--- config.mk ---
export PLATFORM = sky130hd
export DESIGN_NAME = fifo_wr_arbiter
export DESIGN_NICKNAME = d
export VERILOG_FILES = /design/src/rtl/fifo_pkg.sv /design/src/rtl/fifo_wr_arbiter_rr_pick.sv /design/src/rtl/fifo_wr_arbiter.sv
export SDC_FILE = /design/constraint.sdc
export NUM_CORES = 1
export LEC_CHECK = 0
export ABC_AREA = 1
export CAP_MARGIN = 30
export CELL_PAD_IN_SITES_DETAIL_PLACEMENT = 1
export CELL_PAD_IN_SITES_GLOBAL_PLACEMENT = 1
export CORE_MARGIN = 1.5
export CORE_UTILIZATION = 17
export CTS_CLUSTER_DIAMETER = 50
export CTS_CLUSTER_SIZE = 16
export DETAILED_ROUTE_END_ITERATION = 10
export GPL_ROUTABILITY_DRIVEN = 1
export PLACE_DENSITY_LB_ADDON = 0.1
export SLEW_MARGIN = 10
export SYNTH_ARGS = -nofsm -noshare
export SYNTH_HDL_FRONTEND = slang
export SYNTH_HIERARCHICAL = 1
export SYNTH_SLANG_ARGS = --single-unit
--- constraint.sdc ---
create_clock -name clk -period 2.2 [get_ports clk]
set_input_delay 0.33 -clock clk [delete_from_list [all_inputs] [get_ports clk]]
set_output_delay 0.33 -clock clk [all_outputs]
set_load 0.005 [all_outputs]
--- src/rtl/fifo_pkg.sv ---
// fifo_pkg: shared FIFO defaults, id type and id-width helper.
package fifo_pkg;
    localparam int FIFO_W_DEF = 32;
    localparam int FIFO_D_DEF = 3;
    typedef logic [3:0] fifo_id_t;
    function automatic int idw(input int n);
        return (n > 1) ? $clog2(n) : 1;
    endfunction
endpackage

--- src/rtl/fifo_wr_arbiter_rr_pick.sv ---
// rr_pick: combinational cyclic priority picker, first set req at or after start.
module rr_pick #(
    parameter int N = 4,
    parameter int IDW = 2
) (
    input  logic [N-1:0]   req,
    input  logic [IDW-1:0] start,
    output logic [IDW-1:0] winner,
    output logic           any
);
    logic [IDW:0] sum;
    assign any = |req;
    // Descending scan so the smallest cyclic offset from start is written last.
    always_comb begin
        winner = '0;
        sum = '0;
        for (int i = N - 1; i >= 0; i--) begin
            sum = {1'b0, start} + (IDW + 1)'(i);
            if (sum >= (IDW + 1)'(N)) sum = sum - (IDW + 1)'(N);
            if (req[sum[IDW-1:0]]) winner = sum[IDW-1:0];
        end
    end
endmodule

--- src/rtl/fifo_wr_arbiter.sv ---
// fifo_wr_arbiter: round-robin N-producer arbiter in front of a FIFO write port.
// Optional burst hold compiled in with FIFO_ARB_HOLD_EN.
module fifo_wr_arbiter import fifo_pkg::*; #(
    parameter int W = FIFO_W_DEF,
    parameter int N = 4,
    parameter int MAX_BURST = 4
) (
    input  logic                 clk,
    input  logic                 rst,
    input  logic [N-1:0]         req_valid,
    input  logic [N*W-1:0]       req_data,
    output logic [N-1:0]         req_ready,
    input  logic                 fifo_full,
    output logic                 fifo_wrt_en,
    output logic [W-1:0]         fifo_data_in,
    output logic [idw(N)-1:0]    grant_id
);
    localparam int IDW = idw(N);
    localparam logic [IDW-1:0] LAST = IDW'(N - 1);
    logic [IDW-1:0] last_grant, start, pick, winner;
    logic any, hold;
    assign start = (last_grant == LAST) ? '0 : last_grant + 1'b1;
    rr_pick #(.N(N), .IDW(IDW)) u_pick (
        .req(req_valid),
        .start(start),
        .winner(pick),
        .any(any)
    );
`ifdef FIFO_ARB_HOLD_EN
    logic [7:0] burst_cnt;
    logic owner_active;
    assign hold = owner_active & req_valid[last_grant] & (burst_cnt < 8'(MAX_BURST));
    // A full stall with hold intact leaves the burst untouched.
    always_ff @(posedge clk) begin
        if (rst) begin
            burst_cnt <= '0;
            owner_active <= 1'b0;
        end else if (fifo_wrt_en) begin
            burst_cnt <= hold ? burst_cnt + 8'd1 : 8'd1;
            owner_active <= 1'b1;
        end else if (!hold) begin
            burst_cnt <= '0;
            owner_active <= 1'b0;
        end
    end
`else
    assign hold = 1'b0;
`endif
    assign winner = hold ? last_grant : pick;
    assign fifo_wrt_en = any & ~fifo_full & ~rst;
    assign req_ready = fifo_wrt_en ? (N'(1) << winner) : '0;
    assign grant_id = any ? winner : last_grant;
    assign fifo_data_in = req_data[grant_id*W +: W];
    always_ff @(posedge clk) begin
        if (rst) last_grant <= LAST;
        else if (fifo_wrt_en) last_grant <= winner;
    end
endmodule
### After elaboration in Yosys (flattened, before gate mapping)

Cells that the tools add are included.

* shift-type cells: 2
* bitwise logic cells: 4
* reduce and logical (&&, ||, !) cells: 1
* div/mod/pow operators: 0
* mux-type cells: 19
* add/sub/neg operators: 8
* equal/unequal tests: 1
* multipliers: 0
* magnitude comparators: 8

Operators with widths (count)
* $shiftx 128x8->32: 1
* $mux 2: 10
* $lt 2x3->1 const B: 4
* $ge 3x3->1 const B: 3
* $bmux 1 s2: 4
* $sub 2x1->2 const B: 4
* $add 2x2->3 const B: 2
* $mux 1: 4
* $mux 4: 1
* $reduce_or 4->1: 1
* $shl 1x2->4 const A: 1
* $add 2x1->3 const B: 1
* $ge 2x3->1 const B: 1
* $add 2x1->2 const B: 1
* $and 1x1->1: 2
* $eq 2x2->1 const B: 1
* $not 1->1: 2

* memories kept: 0
* RAM bits: 0
* register bits after elaboration: 2
* bits in read-only memories: 0
* bits in latches: 0
* output and inout port bits: 39
* input port bits: 135
* word-level logic and storage cells: 44

### Logic depth before layout (Yosys ltp)

* word-level depth: 13
* gate-level depth with buffers: 18

### Hierarchy

The synthesis kept the hierarchy.

Modules (own cells, without submodules)
* fifo_wr_arbiter: times used 1, area each 1891.8 um^2, cells each 413
* rr_pick: times used 1, area each 188.9 um^2, cells each 46

### Least setup slack after synthesis

OpenSTA, ideal clock, no wires.

* kind: register to output
* start point: register last_grant[0]
* end point: output fifo_data_in[10]
* path buffers: 1
* slack: -0.159 ns
* arrival time: 2.029 ns
* cell stages (with the launch flop): 16
* cells stage by stage: dfxtp_1 -> ha_1 -> nor2_1 -> inv_2 -> nand2_1 -> nand3_1 -> nand2_1 -> nand3_1 -> nand3_1 -> nand2_1 -> inv_1 -> nand2_1 -> o21ai_1 -> buf_2 -> nand3_1 -> nand2_1

* longest elaborated chain between the ends: 13
* elaborated cells between the ends (all ways): 32

RTL lines
* from (decl): line fifo_wr_arbiter.sv:20 `logic [IDW-1:0] last_grant, start, pick, winner;`
* from (signal assigned): line fifo_wr_arbiter.sv:56 `else if (fifo_wrt_en) last_grant <= winner;`
* $add 2x1->2 / $eq 2x2->1 (equally long branches): line fifo_wr_arbiter.sv:22 `assign start = (last_grant == LAST) ? '0 : last_grant + 1'b1;`
* $mux 2 *: line fifo_wr_arbiter.sv:22
* via start[0]: line fifo_wr_arbiter.sv:20
* $add 2x2->3: line fifo_wr_arbiter_rr_pick.sv:18 `sum = {1'b0, start} + (IDW + 1)'(i);`
* $ge 3x3->1 / $sub 2x1->2 (equally long branches): line fifo_wr_arbiter_rr_pick.sv:19 `if (sum >= (IDW + 1)'(N)) sum = sum - (IDW + 1)'(N);`
* $mux 2: line fifo_wr_arbiter_rr_pick.sv:19
* $bmux 1 s2: line fifo_wr_arbiter_rr_pick.sv:20 `if (req[sum[IDW-1:0]]) winner = sum[IDW-1:0];`
* $mux 1 (not written as such): line fifo_wr_arbiter_rr_pick.sv:20
* $mux 2 (3 in series): line fifo_wr_arbiter_rr_pick.sv:20
* $mux 2 *: line fifo_wr_arbiter_rr_pick.sv:20
* via pick[1]: line fifo_wr_arbiter.sv:20
* $mux 2 *: line fifo_wr_arbiter.sv:52 `assign grant_id = any ? winner : last_grant;`
* $shiftx 128x8->32 *: line fifo_wr_arbiter.sv:53 `assign fifo_data_in = req_data[grant_id*W +: W];`
* to (decl): line fifo_wr_arbiter.sv:15 `output logic [W-1:0] fifo_data_in,`

The timed path passes the listed nets; every way through them passes the cells marked *. The select of a mux whose other input is x is not followed.

### Final worst setup path

* start point: register last_grant[0]
* end point: output fifo_data_in[11]

Same word-level chain as after synthesis.

==> results.txt <==
CP top delay family: simple AND/OR/NAND/NOR gates
setup ws final: -0.5757 ns
Top reg by flops: last_grant
H-Tree Depth: 1
first-pass GRT wire length: 20.09 mm
P&R area growth vs syn: 167.0%
Syn Inst Count: 459
CTS root buf: clkbuf_16
Vias/cell: 4.484
Cell Pwr Density: 1580 mW/mm^2
reg2reg start: last_grant[0]$_SDFFE_PP1P_
CP max FO: 8
Worst R2R Path Depth: 18
dpl cells: 781
die height: 113.6 um
Hold Path Sink: last_grant[1]$_SDFFE_PP1P_
most frequent cells in the layout: inv_1, clkdlybuf4s50_1, nand3_1, nand3_2, nand2_1
Hold Path Stages: 3
Setup TNS: -19.08 ns
relative slew slack: 79.96%
Tmin final: 2.776 ns
Fill cells: 1500
Initial Utilization: 17.40%
Port Buf Inserts: 173
hold slack: 0.6609 ns
CP Cell Sequence: ha_4 > nor2_4 > buf_6 > buf_6 > nand2_4 > nand3_2 > nand2_2 > inv_2 > nand2_2 > nand2_2 > nand2_2 > inv_4 > nand2_8 > nand2_8 > clkbuf_16 > nand2_2 > nand3_1 > nand2_1 > buf_2
GR Util All Layers: 19.33%
crit share post-route: 126.2%
hold_sp: last_grant[1]$_SDFFE_PP1P_
Worst path depth: 19
synth unique cells: 15
drt wl/cell: 16.41 um
Buf+Inv Stages, Crit Path: 6
max incr delay on CP: 0.33 ns
CP most frequent cell: nand2_2
failing checks: setup timing
clock insertion delay at the later pin of the skew report: 0.22 ns
area occupied by multi-input gates: 0.002031 sq mm
RD Place Congestion: 0.8236
Clock Sink Count: 2
Die ar.: 0.01291 sq mm
die width: 113.6 um
commonest non-fill, non-tap cell in the layout: inv_1
Reg clk slew, reported paths: 0.03 ns
crit path launch type: flop
total grt overflow: 0
R2R Setup Slk: 0.09 ns
vias in the first global route: 3920
Pre-antenna DRT Iters: 4
worst slew pin tran: 0.3005 ns
Leak: 3.009 nW
CP max stage cell: dfxtp_2
hpwl dp: 8.304 mm
Syn Nets: 595
Crit path required time: 1.87 ns
CTS tree: done
routed wire length: 13.58 mm
max FFs per register: 2
placed standard-cell area: 0.004190 sq mm
synthesized cell area: 0.002081 sq mm
Crit Path Class: reg2out
synth warn: 6
status: complete, but fails checks
Layout Skew: 0.001590 ns
FF-to-FF End: last_grant[0]$_SDFFE_PP1P_
peak supply drop: 0.6444 mV
final net count: 818
DRT antenna net count: 0
RSZ-0062 raised after global routing: yes
# DRC: 0
core footprint: 0.01196 sq mm
initial antenna violation count: 0
Hold Path Class: reg2reg
Sequential cell area: 42.54 sq um
dpl ws: -0.8246 ns
number of synthesized register bits: 2
Worst Setup End Kind: output port
Max clock buf depth: 2
layout cells sized above 1: 39.56%
Max Cap Viol: 0
crit path DAT: 2.45 ns
final cell count without fillers: 827
std cell rows: 40
diode count: 0
Post-Syn Area per Cell: 4.533 sq um
part of the Yosys area used for sequential elements: 1.924%
# IOs: 174
largest net degree at the start of global routing: 35
Num CTS Buffers: 3
Initial DRC Count: 104
final instance area: 0.005557 sq mm
fmax: 360.3 MHz
DR vias: 3708
max-slew violations: 0
Top Registers: last_grant (2)
Setup Viol. Count Final: 38
final hold viol count: 0
stage by stage:
stage                     util, %  total power, mW
after floorplan                 -            2.654
after global placement      35.03            5.439
after detailed placement    35.03            5.471
after CTS                   43.44            7.895
after global routing        46.45            9.410
final                       46.45            8.778
worst max path at each step:
stage | start | endpoint
after floorplan | last_grant[0]$_SDFFE_PP1P_ | fifo_data_in[0]
after global placement | req_valid[3] | fifo_data_in[0]
after detailed placement | req_valid[3] | fifo_data_in[24]
after CTS | last_grant[0]$_SDFFE_PP1P_ | fifo_data_in[7]
after global routing | last_grant[0]$_SDFFE_PP1P_ | fifo_data_in[2]
final | last_grant[0]$_SDFFE_PP1P_ | fifo_data_in[11]
synth_stat cells:
| cell type | count | share of area (%) |
|---|---|---|
| nor2_1 | 6 | 1.1 |
| nor3_1 | 1 | 0.24 |
| nand2_2 | 2 | 0.60 |
| inv_1 | 141 | 25 |
| ha_1 | 1 | 0.60 |
| o21ai_1 | 1 | 0.24 |
| inv_2 | 2 | 0.36 |
| dfxtp_1 | 2 | 1.9 |
| o21ai_0 | 2 | 0.48 |
| nand4_1 | 1 | 0.30 |
| o21ai_4 | 1 | 0.78 |
| buf_6 | 7 | 3.8 |
| buf_2 | 22 | 5.3 |
| nand3_1 | 169 | 41 |
| nand2_1 | 101 | 18 |
worst register-to-register path: stages (launching register included):
cell and delay (ns):
dfxtp_2 0.33, ha_4 0.16, nor2_4 0.17, inv_4 0.08, nand2_1 0.17, nand3_4 0.11
nand2_2 0.09, nand2_2 0.07, nand2_2 0.08, nand2_2 0.05, nand2_2 0.07, inv_4 0.06
inv_4 0.08, buf_6 0.12, nand2_4 0.06, buf_6 0.11, buf_4 0.12, nand2_2 0.05
inv_1 0.03
power breakdown:
part	switching (mW)	internal [mW]	total (mW)	leakage [nW]
Sequential	0.0113	0.0493	0.0606	0.0162
Combinational	4.00	4.44	8.44	2.96
Clock	0.0470	0.232	0.279	0.0370
Total	4.06	4.72	8.78	3.01
metal layers:
layer	track usage (%)	part of all wire (%)
met3	1.700	4.0
met2	35.90	51
met5	0	0
met4	2.000	0.73
met1	25.01	44
final cells by class:
class / count / area share, %
Clock buffer: 3 / 1.351
Inverter: 143 / 9.795
Sequential cell: 2 / 0.7656
Multi-Input combinational cell: 285 / 36.55
Timing Repair Buffer: 247 / 48.23
Tap cell: 147 / 3.310
timing repair:
item                       4_1_cts  5_1_grt
setup buffers                   32        5
pin swaps                       89       44
resized for setup              302       80
setup endpoints to repair       39       40
hold buffers                     0        0
cloned                          10        5
logic make-up after synthesis:
group	Yosys count	share of synthesized area, %
adder cells (fa/ha/maj)	1	0.6012
flip-flops	2	1.924
buffers and inverters	172	34.88
AO/OA/AOI/OAI	4	1.503
AND/OR/NAND/NOR	280	61.09
Note: power is estimated with default switching activity, not from simulation.
